### config.mk
export PLATFORM = sky130hd
export DESIGN_NAME = channel_rr_merge
export DESIGN_NICKNAME = d
export VERILOG_FILES = /design/src/rtl/channel_rr_merge.sv
export SDC_FILE = /design/constraint.sdc
export NUM_CORES = 1
export LEC_CHECK = 0
export BUFFER_PORTS_ARGS = -buffer_cell sky130_fd_sc_hd__buf_2
export CAP_MARGIN = 5
export CELL_PAD_IN_SITES_DETAIL_PLACEMENT = 0
export CELL_PAD_IN_SITES_GLOBAL_PLACEMENT = 1
export CORE_UTILIZATION = 40
export DETAILED_ROUTE_END_ITERATION = 6
export HOLD_SLACK_MARGIN = 0.08
export PLACE_DENSITY = 0.8
export SYNTH_ARGS = -nofsm -noshare
export SYNTH_HDL_FRONTEND = slang
export SYNTH_SLANG_ARGS = --single-unit
### constraint.sdc
create_clock -name clk -period 2.5 [get_ports clk]
set_clock_uncertainty 0.2 [all_clocks]
set_input_delay 0.125 -clock clk [delete_from_list [all_inputs] [get_ports clk]]
set_output_delay 0.125 -clock clk [all_outputs]
set_load 0.03 [all_outputs]
### src/rtl/channel_rr_merge.sv
// N-way round-robin merge of valid/acknowledge channels into one tagged output FIFO.
// Each accepted word carries its source index in the MSBs; in_a is combinational, out_* are flop-driven.
module channel_rr_merge #(
  parameter int unsigned N     = 8,
  parameter int unsigned NumIn = 4,
  parameter int unsigned Depth = 4,
  parameter int unsigned IdxW  = (NumIn > 1) ? $clog2(NumIn) : 1
) (
  input  logic                      clk,
  input  logic                      reset,
  input  logic [NumIn*N-1:0]        in_d,
  input  logic [NumIn-1:0]          in_v,
  output logic [NumIn-1:0]          in_a,
  output logic [IdxW+N-1:0]         out_d,
  output logic                      out_v,
  input  logic                      out_a,
  output logic [$clog2(Depth):0]    count
);

  localparam int unsigned AW = $clog2(Depth);
  localparam int unsigned CW = AW + 1;
  localparam int unsigned EW = IdxW + N;

  logic [IdxW-1:0] ptr_q, ptr_d;
  logic [AW-1:0]   head_q, head_d;
  logic [AW-1:0]   tail_q, tail_d;
  logic [CW-1:0]   count_q, count_d;
  logic [EW-1:0]   mem_q [Depth];

  logic            grant_v;
  logic [IdxW-1:0] grant_idx;
  logic            full;
  logic            push;
  logic            pop;

  // Reduce an index in [0, 2*NumIn) back into [0, NumIn).
  function automatic logic [IdxW-1:0] wrap_idx(input int unsigned v);
    return IdxW'((v >= NumIn) ? (v - NumIn) : v);
  endfunction

  // First valid channel at or after ptr, wrapping.
  always_comb begin
    grant_v   = 1'b0;
    grant_idx = '0;
    for (int unsigned off = 0; off < NumIn; off++) begin
      if (!grant_v && in_v[wrap_idx(32'(ptr_q) + off)]) begin
        grant_v   = 1'b1;
        grant_idx = wrap_idx(32'(ptr_q) + off);
      end
    end
  end

  // Backpressure uses only the registered count, never out_a.
  assign full = (count_q == CW'(Depth));
  assign push = grant_v & ~full & ~reset;
  assign pop  = (count_q != '0) & out_a;

  always_comb begin
    in_a = '0;
    for (int unsigned i = 0; i < NumIn; i++) begin
      in_a[i] = push && (grant_idx == IdxW'(i));
    end
  end

  always_comb begin
    ptr_d   = ptr_q;
    head_d  = head_q + AW'(pop);
    tail_d  = tail_q + AW'(push);
    count_d = count_q;
    if (push) begin
      ptr_d = wrap_idx(32'(grant_idx) + 1);
    end
    case ({push, pop})
      2'b10:   count_d = count_q + CW'(1);
      2'b01:   count_d = count_q - CW'(1);
      default: count_d = count_q;
    endcase
  end

  always_ff @(posedge clk or posedge reset) begin
    if (reset) begin
      ptr_q   <= '0;
      head_q  <= '0;
      tail_q  <= '0;
      count_q <= '0;
    end else begin
      ptr_q   <= ptr_d;
      head_q  <= head_d;
      tail_q  <= tail_d;
      count_q <= count_d;
    end
  end

  // Storage needs no reset: contents are only observed while count is non-zero.
  always_ff @(posedge clk) begin
    if (push) begin
      mem_q[tail_q] <= {grant_idx, in_d[32'(grant_idx)*N +: N]};
    end
  end

  assign out_d = mem_q[head_q];
  assign out_v = (count_q != '0);
  assign count = count_q;

endmodule
# Yosys cells after proc, flatten, opt, wreduce, memory -nomap -nowiden
# Memories as Yosys holds them, arrays and structs flattened.
# Index checks and enable logic that the tools add are counted.
dict set report totals {
  regBits 9
  mem_bits_rw 40
  input_bits 39
  output_inout_bits 18
  n_memories 1
}
dict set report classes {
  add_sub_neg 13
  magnitude_cmp 9
  n_eq_ne 6
  n_shift 1
  n_mux 24
  bitwise_logic 5
  reduce_logical 13
}
# memory words width read_ports rd_clocked_by_memory_dff wr line_no
set mem_list {}
lappend mem_list {mem_q 4 10 1 0 1 28} ;# logic [EW-1:0] mem_q [Depth];
# operator n
set op_table {}
lappend op_table {{$shiftx A32 B6 Y8} 1}
lappend op_table {{$mux W2} 9}
lappend op_table {{$ge A3 B3 Y1 const B} 4}
lappend op_table {{$lt A2 B3 Y1 const B} 4}
lappend op_table {{$mux W1} 10}
lappend op_table {{$sub A2 B1 Y2 const B} 5}
lappend op_table {{$bmux W1 S2} 4}
lappend op_table {{$logic_and A1 B1 Y1} 7}
lappend op_table {{$add A2 B1 Y3 const B} 2}
lappend op_table {{$add A2 B2 Y3 const B} 2}
lappend op_table {{$eq A2 B2 Y1 const B} 3}
lappend op_table {{$pmux W3 S2} 1}
lappend op_table {{$add A2 B1 Y2} 2}
lappend op_table {{$eq A2 B1 Y1 const B} 2}
lappend op_table {{$add A3 B1 Y3 const B} 1}
lappend op_table {{$and A1 B1 Y1} 3}
lappend op_table {{$eq A3 B3 Y1 const B} 1}
lappend op_table {{$ge A2 B3 Y1 const B} 1}
lappend op_table {{$logic_not A1 Y1} 3}
lappend op_table {{$reduce_bool A3 Y1} 1}
lappend op_table {{$sub A3 B1 Y3 const B} 1}
lappend op_table {{$logic_not A2 Y1} 1}
lappend op_table {{$not A1 Y1} 2}
lappend op_table {{$reduce_bool A2 Y1} 1}

# Depth between registers and ports, before layout
dict set report logic_depth {
  depth_word 18
  depth_mapped 9
  depth_no_buf 9
}

# Worst setup path after synthesis
# Ideal clock, no wire load.
dict set report synth_path {
  path_kind {register -> register}
  start {register count_q[1] (netlist: count[1])}
  end {memory mem_q[2][0] (netlist bit) (enable)}
  setup_time_ns 0.392
  t_arrival_ns 1.938
  path_slack_ns -0.030
  stages_incl_launch_ff 5
  n_path_buf 0
  path_cell_list {dfrtp_1 > inv_1 > a31o_1 > a31o_2 > nor3b_1}
}
dict set report synth_via {
  elab_chain_len 6
}
# element line_no
set synth_rtl {}
lappend synth_rtl {{start, declared} 27} ;# logic [CW-1:0] count_q, count_d;
lappend synth_rtl {{start signal, assigned} 90} ;# count_q <= count_d;
lappend synth_rtl {{$eq A3 B3 Y1} 54} ;# assign full = (count_q == CW'(Depth));
lappend synth_rtl {{$not A1 Y1} 55} ;# assign push = grant_v & ~full & ~reset;
lappend synth_rtl {{$and A1 B1 Y1 (2 in series)} 55}
lappend synth_rtl {{$mux W1} 96} ;# if (push) begin
lappend synth_rtl {{$mux W1 (not written as such)} 97} ;# mem_q[tail_q] <= {grant_idx, in_d[32'(grant_idx)*N +: N]};
lappend synth_rtl {{end, declared} 28}
# Every way passes these cells.

# Worst setup path in the final report
dict set report layout_path {
  start {register ptr_q[1]}
  end {output port in_a[0]}
}
dict set report layout_via {
  elab_chain_len 17
  elab_cells_between_ends 41
  cone_classes {add/sub: 7; order compare: 4; mux: 20; bitwise: 2; reduce/logical: 8}
}
# element line_no
set layout_rtl {}
lappend layout_rtl {{start, declared} 24} ;# logic [IdxW-1:0] ptr_q, ptr_d;
lappend layout_rtl {{start signal, assigned} 87} ;# ptr_q <= ptr_d;
lappend layout_rtl {{parallel branches: the longest is 16 deep, another holds $add A2 B1 Y3} --}
lappend layout_rtl {{$logic_and A1 B1 Y1 *} 61} ;# in_a[i] = push && (grant_idx == IdxW'(i));
lappend layout_rtl {{end, declared} 13} ;# output logic [NumIn-1:0] in_a,
# Every way passes the cells marked *. The select of a mux whose other input is x is not followed.

==> flow_metrics.env <==
export IMPL_coreArea_um2=5540
export IMPL_worstMarginPinSlew_ns=0.652
export IMPL_nNetsFinal=255
export IMPL_slew_headroom=0.565
export IMPL_num_rows=27
export IMPL_synth_most_common_cell="edfxtp_1"
export IMPL_die_h_um=77.9
export IMPL_antenna_found_initial=0
export IMPL_area_growth_pct=23.6
export IMPL_cts_tree="built"
export IMPL_drt_total_wl_um=3930
export IMPL_multi_input_area_um2=807
export IMPL_finalSetupViolCount=0
export IMPL_crit_chain="a21o_1 > a21oi_1 > o22a_1 > buf_12 > inv_1 > ha_1 > and2_1 > buf_2"
export IMPL_hpwl_um=2740
export IMPL_place_inst=269
export IMPL_fin_crit_sh=0.931
export IMPL_cts_buffer_depth=2
export IMPL_cts_resized=0
export IMPL_critPathSlowestCell="dfrtp_1"
export IMPL_globalRouteTotalUtil=0.137
export IMPL_reg2reg_depth=9
export IMPL_ys_flop_type="edfxtp_1"
export IMPL_synth_top_area_frac=0.521
export IMPL_fin_crit_ns=2.33
export IMPL_grt_overflow=0
export IMPL_n_fill_cell=475
export IMPL_synth_edf_count=40
export IMPL_synth_area_leaders="edfxtp_1 (52%), mux2i_1 (11%), dfrtp_1 (9.8%), mux4_2 (9.8%), ha_1 (3.8%)"
export IMPL_drive_gt1_frac=0.397
export IMPL_yosysWarnings=0
export IMPL_required_ns=2.17
export IMPL_power_density_nw_per_um2=1190
export IMPL_clk_pin_slew_ns=0.08
export IMPL_outcome="finished, final reports clean"
export IMPL_r2r_end="count[2]$_DFFE_PP0P_"
export IMPL_finalSetupTns_ns=0
export IMPL_io_pins=57
export IMPL_netlist_area_um2=2300
export IMPL_layout_setup_ws_ns=0.173
export IMPL_ys_seq_area_frac=0.619
export IMPL_grt_pass1_wl_um=6180
export IMPL_synth_cell_type_count=30
export IMPL_r2r_slack_ns=0.27
export IMPL_final_cells=281
export IMPL_postRouteAntennaNets=0
export IMPL_grt_pass1_vias=1305
export IMPL_die_x_um=77.9
export IMPL_cp_max_fo=23
export IMPL_worstPathArrival_ns=2.00
export IMPL_cts_htree_levels=2
export IMPL_holdWs_ns=0.0955
export IMPL_ir_drop_mv=0.536
export IMPL_postCtsSetupBuffers=0
export IMPL_route_detailed_drc=0
export IMPL_startpoint_type="flip-flop"
export IMPL_ys_seq_elements=49
export IMPL_synth_common_cells="edfxtp_1 (40), mux2i_1 (25), mux4_2 (10), dfrtp_1 (9), inv_1 (8)"
export IMPL_syn_inst=141
export IMPL_drv_cap=0
export IMPL_hold_viol_final=0
export IMPL_clock_sinks=49
export IMPL_antennaDiodeCount=0
export IMPL_critical_path_startpoint="ptr_q[1]$_DFFE_PP0P_"
export IMPL_viasPerCell=4.83
export IMPL_fmax_ghz=0.430
export IMPL_synth_largest_area_cell="edfxtp_1"
export IMPL_drt_initial_drc_count=58
export IMPL_register_area_um2=1430
export IMPL_vias=1358
export IMPL_ys_async_sr_fraction=0.184
export IMPL_cts_buffers_inserted=5
export IMPL_clock_latency_ns=0.30
export IMPL_postCtsHoldBufs=4
export IMPL_initial_utilization=0.416
export IMPL_report_final_slew_viol_count=0
export IMPL_dieArea_um2=6070
export IMPL_synth_nets=188
export IMPL_port_buffers=56
export IMPL_wl_per_cell_um=14.0
export IMPL_avgSynthCellArea_um2=16.3
export IMPL_critPathKind="flip-flop to output port"
export IMPL_endpoint="in_a[0]"
export IMPL_dp_slack_ns=0.303
export IMPL_p_leak_uw=0.00120
export IMPL_grt_max_degree=24
export IMPL_reg2reg_from="count[0]$_DFFE_PP0P_"
export IMPL_slowest_delay_ns=0.43
export IMPL_dr_pass1_iters=4
export IMPL_critPathCaptureType="output port"
export IMPL_rsz0062_at_grt="no"
export IMPL_hold_class="input pin to flip-flop"
export IMPL_gp_congestion=0.763
export IMPL_clockRootBuffer="clkbuf_8"
[where the power goes]
part,internal (uW),leakage [uW],switching (uW)
combinational,595,0.000670,829
clock,325,0.0000574,255
sequential,1210,0.000473,179
total,2130,0.00120,1260
[layout make-up]
class | instances | area share
clock inverter | 2 | 0.0132
sequential | 49 | 0.501
tap | 72 | 0.0316
clock buffer | 6 | 0.0290
inverter | 9 | 0.0119
timing repair buffer | 65 | 0.130
multi-input combinational | 78 | 0.283
[critical path: cells and delay by family, from the launching register on]
kind                     cells  cell delay, ns
AO/OA/AOI/OAI                3            0.50
AND/OR/NAND/NOR              1            0.13
flip-flops                   1            0.43
adder cells (fa/ha/maj)      1            0.18
buffers and inverters        3            0.45
[placed cells by master (no fill, tap or decap), drive strengths merged, types with 3 or more instances in the layout]
| cell type | count |
|---|---|
| nor2 | 3 |
| dlygate4sd3 | 4 |
| mux2i | 25 |
| and2 | 5 |
| buf | 61 |
| clkbuf | 6 |
| inv | 9 |
| a21oi | 3 |
| edfxtp | 40 |
| dfrtp | 9 |
| nand2 | 4 |
| ha | 7 |
| xor2 | 4 |
| mux4 | 10 |
[worst min-delay path by stage]
| stage | startpoint | endpoint | cells past startpoint |
|---|---|---|---|
| final | in_v[2] | ptr_q[0]$_DFFE_PP0P_ | 5 |
| after global placement | reset | count[2]$_DFFE_PP0P_ | 2 |
| after detailed placement | reset | count[2]$_DFFE_PP0P_ | 2 |
| after floorplan | reset | count[0]$_DFFE_PP0P_ | 1 |
| after global routing | in_v[2] | ptr_q[0]$_DFFE_PP0P_ | 5 |
| after CTS | in_v[2] | ptr_q[0]$_DFFE_PP0P_ | 5 |
[metrics by stage]
stage | utilization | total power (uW) | instance area (um2)
2_1_floorplan | - | 2470 | 2310
3_3_place_gp | 0.485 | 2820 | 2690
3_5_place_dp | 0.485 | 2860 | 2690
4_1_cts | 0.514 | 3430 | 2850
5_1_grt | 0.514 | 3580 | 2850
6_report | 0.514 | 3390 | 2850
[per-layer routing]
metal	routed length, um	vias to the layer above	GRT usage
li1	-	666	-
met4	71	0	0.0556
met5	0	-	0
met3	173	6	0.0341
met2	1970	37	0.237
met1	1710	649	0.164
[logic make-up (layout without fill, tap and decap cells)]
| logic type | count (synthesis) | after routing | synth area share |
|---|---|---|---|
| buf+inv | 14 | 82 | 0.0342 |
| mux | 35 | 35 | 0.206 |
| compound gates | 10 | 10 | 0.0282 |
| flops | 49 | 49 | 0.619 |
| simple gates | 20 | 20 | 0.0467 |
| xor+xnor | 5 | 5 | 0.0190 |
| fa+ha+maj | 8 | 8 | 0.0467 |
[flip-flops by register name (all words and copies together) (netlist names)]
signal / count
count: 3
mem_q: 40
ptr_q: 2
tail_q: 2
head_q: 2
Power figures use the tool's default switching activity.
